$ cat src/rtl/reg_file.sv
// 32 x 32-bit register file with two registered read ports, two write ports,
// write-to-read bypass and a hardwired-zero r0.
module reg_file (
    input  logic        clk,
    input  logic        rst_n,
    input  logic [4:0]  raddr_1,
    output logic [31:0] rdata_1,
    input  logic [4:0]  raddr_2,
    output logic [31:0] rdata_2,
    input  logic        we_1,
    input  logic [4:0]  waddr_1,
    input  logic [31:0] wdata_1,
    input  logic        we_2,
    input  logic [4:0]  waddr_2,
    input  logic [31:0] wdata_2,
    input  logic        stall,
    output logic [31:0] ret_val
);

    logic [31:0] regs_q [32];
    logic [31:0] regs_d [32];
    logic [31:0] rdata_1_q, rdata_1_d;
    logic [31:0] rdata_2_q, rdata_2_d;

    logic wr_1, wr_2;
    assign wr_1 = we_1 && (waddr_1 != 5'd0);
    assign wr_2 = we_2 && (waddr_2 != 5'd0);

    // Port 1 is applied last so it wins a same-address collision.
    always_comb begin
        for (int i = 0; i < 32; i++) begin
            regs_d[i] = regs_q[i];
        end
        if (wr_2) regs_d[waddr_2] = wdata_2;
        if (wr_1) regs_d[waddr_1] = wdata_1;
        regs_d[0] = 32'd0;
    end

    function automatic logic [31:0] read_val(input logic [4:0] a);
        logic [31:0] v;
        v = 32'd0;
        if (a != 5'd0) begin
            if (we_1 && waddr_1 == a)      v = wdata_1;
            else if (we_2 && waddr_2 == a) v = wdata_2;
            else                           v = regs_q[a];
        end
        return v;
    endfunction

    always_comb begin
        rdata_1_d = rdata_1_q;
        rdata_2_d = rdata_2_q;
        if (!stall) begin
            rdata_1_d = read_val(raddr_1);
            rdata_2_d = read_val(raddr_2);
        end
    end

    always_ff @(posedge clk) begin
        if (!rst_n) begin
            for (int i = 0; i < 32; i++) begin
                regs_q[i] <= 32'd0;
            end
            rdata_1_q <= 32'd0;
            rdata_2_q <= 32'd0;
        end else begin
            for (int i = 0; i < 32; i++) begin
                regs_q[i] <= regs_d[i];
            end
            rdata_1_q <= rdata_1_d;
            rdata_2_q <= rdata_2_d;
        end
    end

    assign rdata_1 = rdata_1_q;
    assign rdata_2 = rdata_2_q;
    assign ret_val = regs_q[1];

endmodule

$ cat config.mk
export PLATFORM = sky130hd
export DESIGN_NAME = reg_file
export DESIGN_NICKNAME = d
export VERILOG_FILES = /design/src/rtl/reg_file.sv
export SDC_FILE = /design/constraint.sdc
export NUM_CORES = 2
export LEC_CHECK = 0
export BUFFER_PORTS_ARGS = -buffer_cell sky130_fd_sc_hd__buf_2
export CORE_MARGIN = 2
export CORE_UTILIZATION = 45
export DETAILED_ROUTE_END_ITERATION = 7
export GPL_TIMING_DRIVEN = 0
export PLACE_DENSITY = 0.64
export RECOVER_POWER = 25
export SYNTH_ARGS = -nofsm -noshare
export SYNTH_HDL_FRONTEND = slang
export SYNTH_SLANG_ARGS = --single-unit
$ cat constraint.sdc
create_clock -name clk -period 2.36 [get_ports clk]
set_input_delay 0.354 -clock clk [delete_from_list [all_inputs] [get_ports clk]]
set_output_delay 0.354 -clock clk [all_outputs]
set_load 0.05 [all_outputs]
==> flow_summary.yaml <==
run_status:
  status: "complete, but fails checks"
  violations: "design-rule violations, negative setup slack"
global_routing:
  grt_pass1_wl_mm: 525
  grt.total_usage_pct: 51.3
  grt_max_degree: 20
  antenna_found_initial: 28
  first_global_vias: 61600
  grt.overflow.total: 0
clock_tree:
  clockRootBuffer: "clkbuf_16"
  cts_buffers: 132
  cts_tree: "built"
  htreeDepth: 4
  path_clk_slew_ps: 60
  clk_latency_ps: 810
  clock_sinks: 1056
  clockBufferDepth: 3
routing:
  firstDrtPassIters: 8
  routedWlPerCell_microns: 43.9
  drt-initial-drc-count: 10200
  vias_per_cell: 7.27
  wl_mm: 398
  vias: 65900
  post-route-drc-count: 2
  antenna_left: 0
synth:
  synth_ff_type: "dfxtp_1"
  syn_avg_cell_area_sq_um: 9.71
  synthArstFlopShare_pct: 0
  yosysSeqAreaShare_pct: 32.1
  syn_area_sq_um: 65900
  synth-seq-cells: 1056
  ys_types: 55
  synth-edff-count: 0
  yosysWarnings: 0
  syn_nets: 6875
  netlist_instances: 6786
place:
  portBuffers: 110
  place.gp.congestion: 1.04
  dp_cells: 8814
  post-place-ws_ps: -2160
  dp_hpwl_mm: 321
layout:
  drive_gt1_share_pct: 17.0
  layout-area-overhead-vs-synth_pct: 12.8
  nets: 7116
  fin_cells: 9063
  final_util_pct: 51.1
  fillCellCount: 13600
timing:
  setup_viol: 267
  setup_ws_ps: -195
  fin_skew_ps: 45.7
  tightest_slew_ps: 1370
  rsz0062_at_grt: "yes"
  fin_crit_ps: 2550
  clock.fmax_mhz: 391
  maxSlewViolCount: 0
  fin_crit_sh_pct: 108
  max-slew-margin-rel_pct: 8.52
  timing_hold_violations_final: 0
job:
  drv_cap: 0
hold_path:
  min_path_type: "in2reg"
  hold_depth: 4
critical_path:
  reg2reg_from: "regs_q[15][25]"
  crit_path_end: "rdata_1[11]"
  crit_chain: "buf_2 > clkbuf_2 > or2_2 > clkbuf_1 > a211oi_1 > or4_1 > nand2_1"
  rrSetupSlack_ps: 30
  arrival_ps: 3270
  r2r_end: "rdata_1[25]"
  slowest_delay_ps: 680
  worstSetupStartpoint: "raddr_1[4]"
  worstSetupPathType: "in2reg"
  critPathBufInv: 3
  slowest_stage: "clkbuf_1"
  rr_worst_depth: 5
  crit_cells: 7
  cpLargestDelayFamily: "buffers and inverters"
  cp-start-kind: "primary input"
  cp_max_fo: 10
  cp.required_ps: 3080
  endpoint_kind: "flip-flop"
power:
  finalPower_uw: 48100
  leakage_uw: 0.0388
  ir_drop_uv: 609
  p_per_area_nw_per_um2: 647
floorplan:
  die_area_sq_um: 150000
  initial_core_util_pct: 45.3
  rows: 140
  die_w_microns: 387
  die_h_microns: 387
  core_area_sq_um: 146000
  io_pins: 185
[cell families after synthesis]
group                     after synthesis  share of synthesized area [%]
muxes                                1308                           27.8
DFF                                  1056                           32.1
xor gates and xnor gates               20                          0.266
buffers and inverters                 963                           6.43
AOI/OAI and AO/OA                    1471                           20.4
and+or+nand+nor                      1968                           13.1
[routing by layer]
metal / share of wire, % / global-route usage (%) / up-vias / routed length (microns)
met4: 10 / 42.6 / 16 / 40200
met3: 13 / 19.8 / 1333 / 53700
li1: - / - / 26100 / -
met2: 40 / 72.5 / 5254 / 161000
met5: 0.024 / 0.0325 / - / 97
met1: 36 / 61.4 / 33100 / 143000
[cells in the mapped netlist (5+ instances only)]
library cell | instances | area share [%]
a211o_1 | 25 | 0.33
a211oi_1 | 49 | 0.56
a21oi_1 | 25 | 0.19
a221oi_1 | 43 | 0.57
a222oi_1 | 31 | 0.47
a22o_1 | 16 | 0.21
a22oi_1 | 37 | 0.42
a311oi_1 | 13 | 0.17
and2_1 | 7 | 0.066
and3_1 | 5 | 0.047
buf_1 | 55 | 0.31
buf_2 | 151 | 1.1
buf_4 | 52 | 0.59
buf_6 | 30 | 0.51
clkbuf_1 | 671 | 3.8
dfxtp_1 | 1056 | 32
mux2_1 | 8 | 0.14
mux2_2 | 143 | 2.4
mux2i_1 | 755 | 11
mux4_2 | 402 | 14
nand2_1 | 1101 | 6.3
nand2b_1 | 14 | 0.13
nand3_1 | 595 | 4.5
nor2_1 | 81 | 0.46
nor2b_1 | 49 | 0.47
nor3_1 | 48 | 0.36
nor4_1 | 15 | 0.14
o2111ai_1 | 9 | 0.12
o211a_1 | 992 | 15
o211ai_1 | 28 | 0.32
o21ai_0 | 39 | 0.30
o21ai_1 | 15 | 0.11
o221ai_1 | 17 | 0.23
o22ai_1 | 128 | 1.2
or2_2 | 6 | 0.057
or4_1 | 28 | 0.32
xor2_1 | 16 | 0.21
[power breakdown]
group | internal (uW) | total (uW) | switching, uW | leakage, uW
Clock | 12600 | 21900 | 9290 | 0.00222
Sequential | 18200 | 18700 | 481 | 0.00854
Combinational | 1930 | 7530 | 5590 | 0.0280
[through the flow]
| stage | instance area (sq um) | hold slack [ps] | setup TNS (ps) |
|---|---|---|---|
| floorplan | 65900 | 568 | 0 |
| global placement | 68900 | 452 | -1313310 |
| detailed placement | 68900 | 463 | -1199430 |
| CTS | 74100 | 102 | -2.20 |
| global route | 74300 | 145 | -415 |
| finish | 74400 | 121 | -15370 |
[registers in the layout (all words and copies together) (netlist names)]
| register | cells |
|---|---|
| rdata_1 | 32 |
| rdata_2 | 32 |
| regs_q | 992 |
[tightest hold or removal path, stage by stage]
cell and delay [ps]:
buf_1 170, mux2i_1 170, nand2_1 60, o211a_1 110
[area by class of cell]
type | count | area, sq um | share of cell area (%)
Multi-Input combinational cell | 4767 | 41000 | 55.2
Buffer | 951 | 4710 | 6.34
Inverter | 3 | 11.3 | 0.0151
Antenna cell | 19 | 47.5 | 0.0639
Clock buffer | 187 | 3850 | 5.18
Timing Repair Buffer | 116 | 531 | 0.713
Clock inverter | 47 | 656 | 0.882
Sequential cell | 1056 | 21100 | 28.4
Tap cell | 1917 | 2400 | 3.23
[cell usage in the layout (no fill, tap or decap), drive strengths merged, types with 13 or more instances in the layout]
master / count
nor2b: 49
or4: 28
nor3: 49
nand3: 595
nand2: 1101
a22oi: 37
a211o: 25
a311oi: 13
clkinv: 29
o211a: 992
nor2: 81
a21oi: 25
a22o: 16
diode: 19
nand2b: 14
a211oi: 49
o22ai: 128
mux2i: 755
dfxtp: 1056
mux2: 151
xor2: 16
a222oi: 31
mux4: 402
a221oi: 43
clkbuf: 962
o21ai: 55
buf: 291
nor4: 16
o221ai: 17
o211ai: 28
[how the worst min path moves through the flow]
stage	start	to
floorplan	regs_q[5][10]	regs_q[5][10]
global placement	rdata_1[6]	rdata_1[6]
detailed placement	rdata_1[5]	rdata_1[5]
CTS	wdata_2[7]	regs_q[31][7]
global route	wdata_2[7]	regs_q[31][7]
finish	wdata_2[1]	regs_q[30][1]
[what timing repair did]
| item | in CTS | in global routing |
|---|---|---|
| buffers inserted | 0 | 4 |
| pin swaps | 1 | 4 |
| hold endpoints to repair | 1 | 0 |
| endpoints found under the setup margin | 957 | 466 |
| hold buffers | 1 | 0 |
| resized for setup | 260 | 83 |
(Power assumes the default switching activity.)
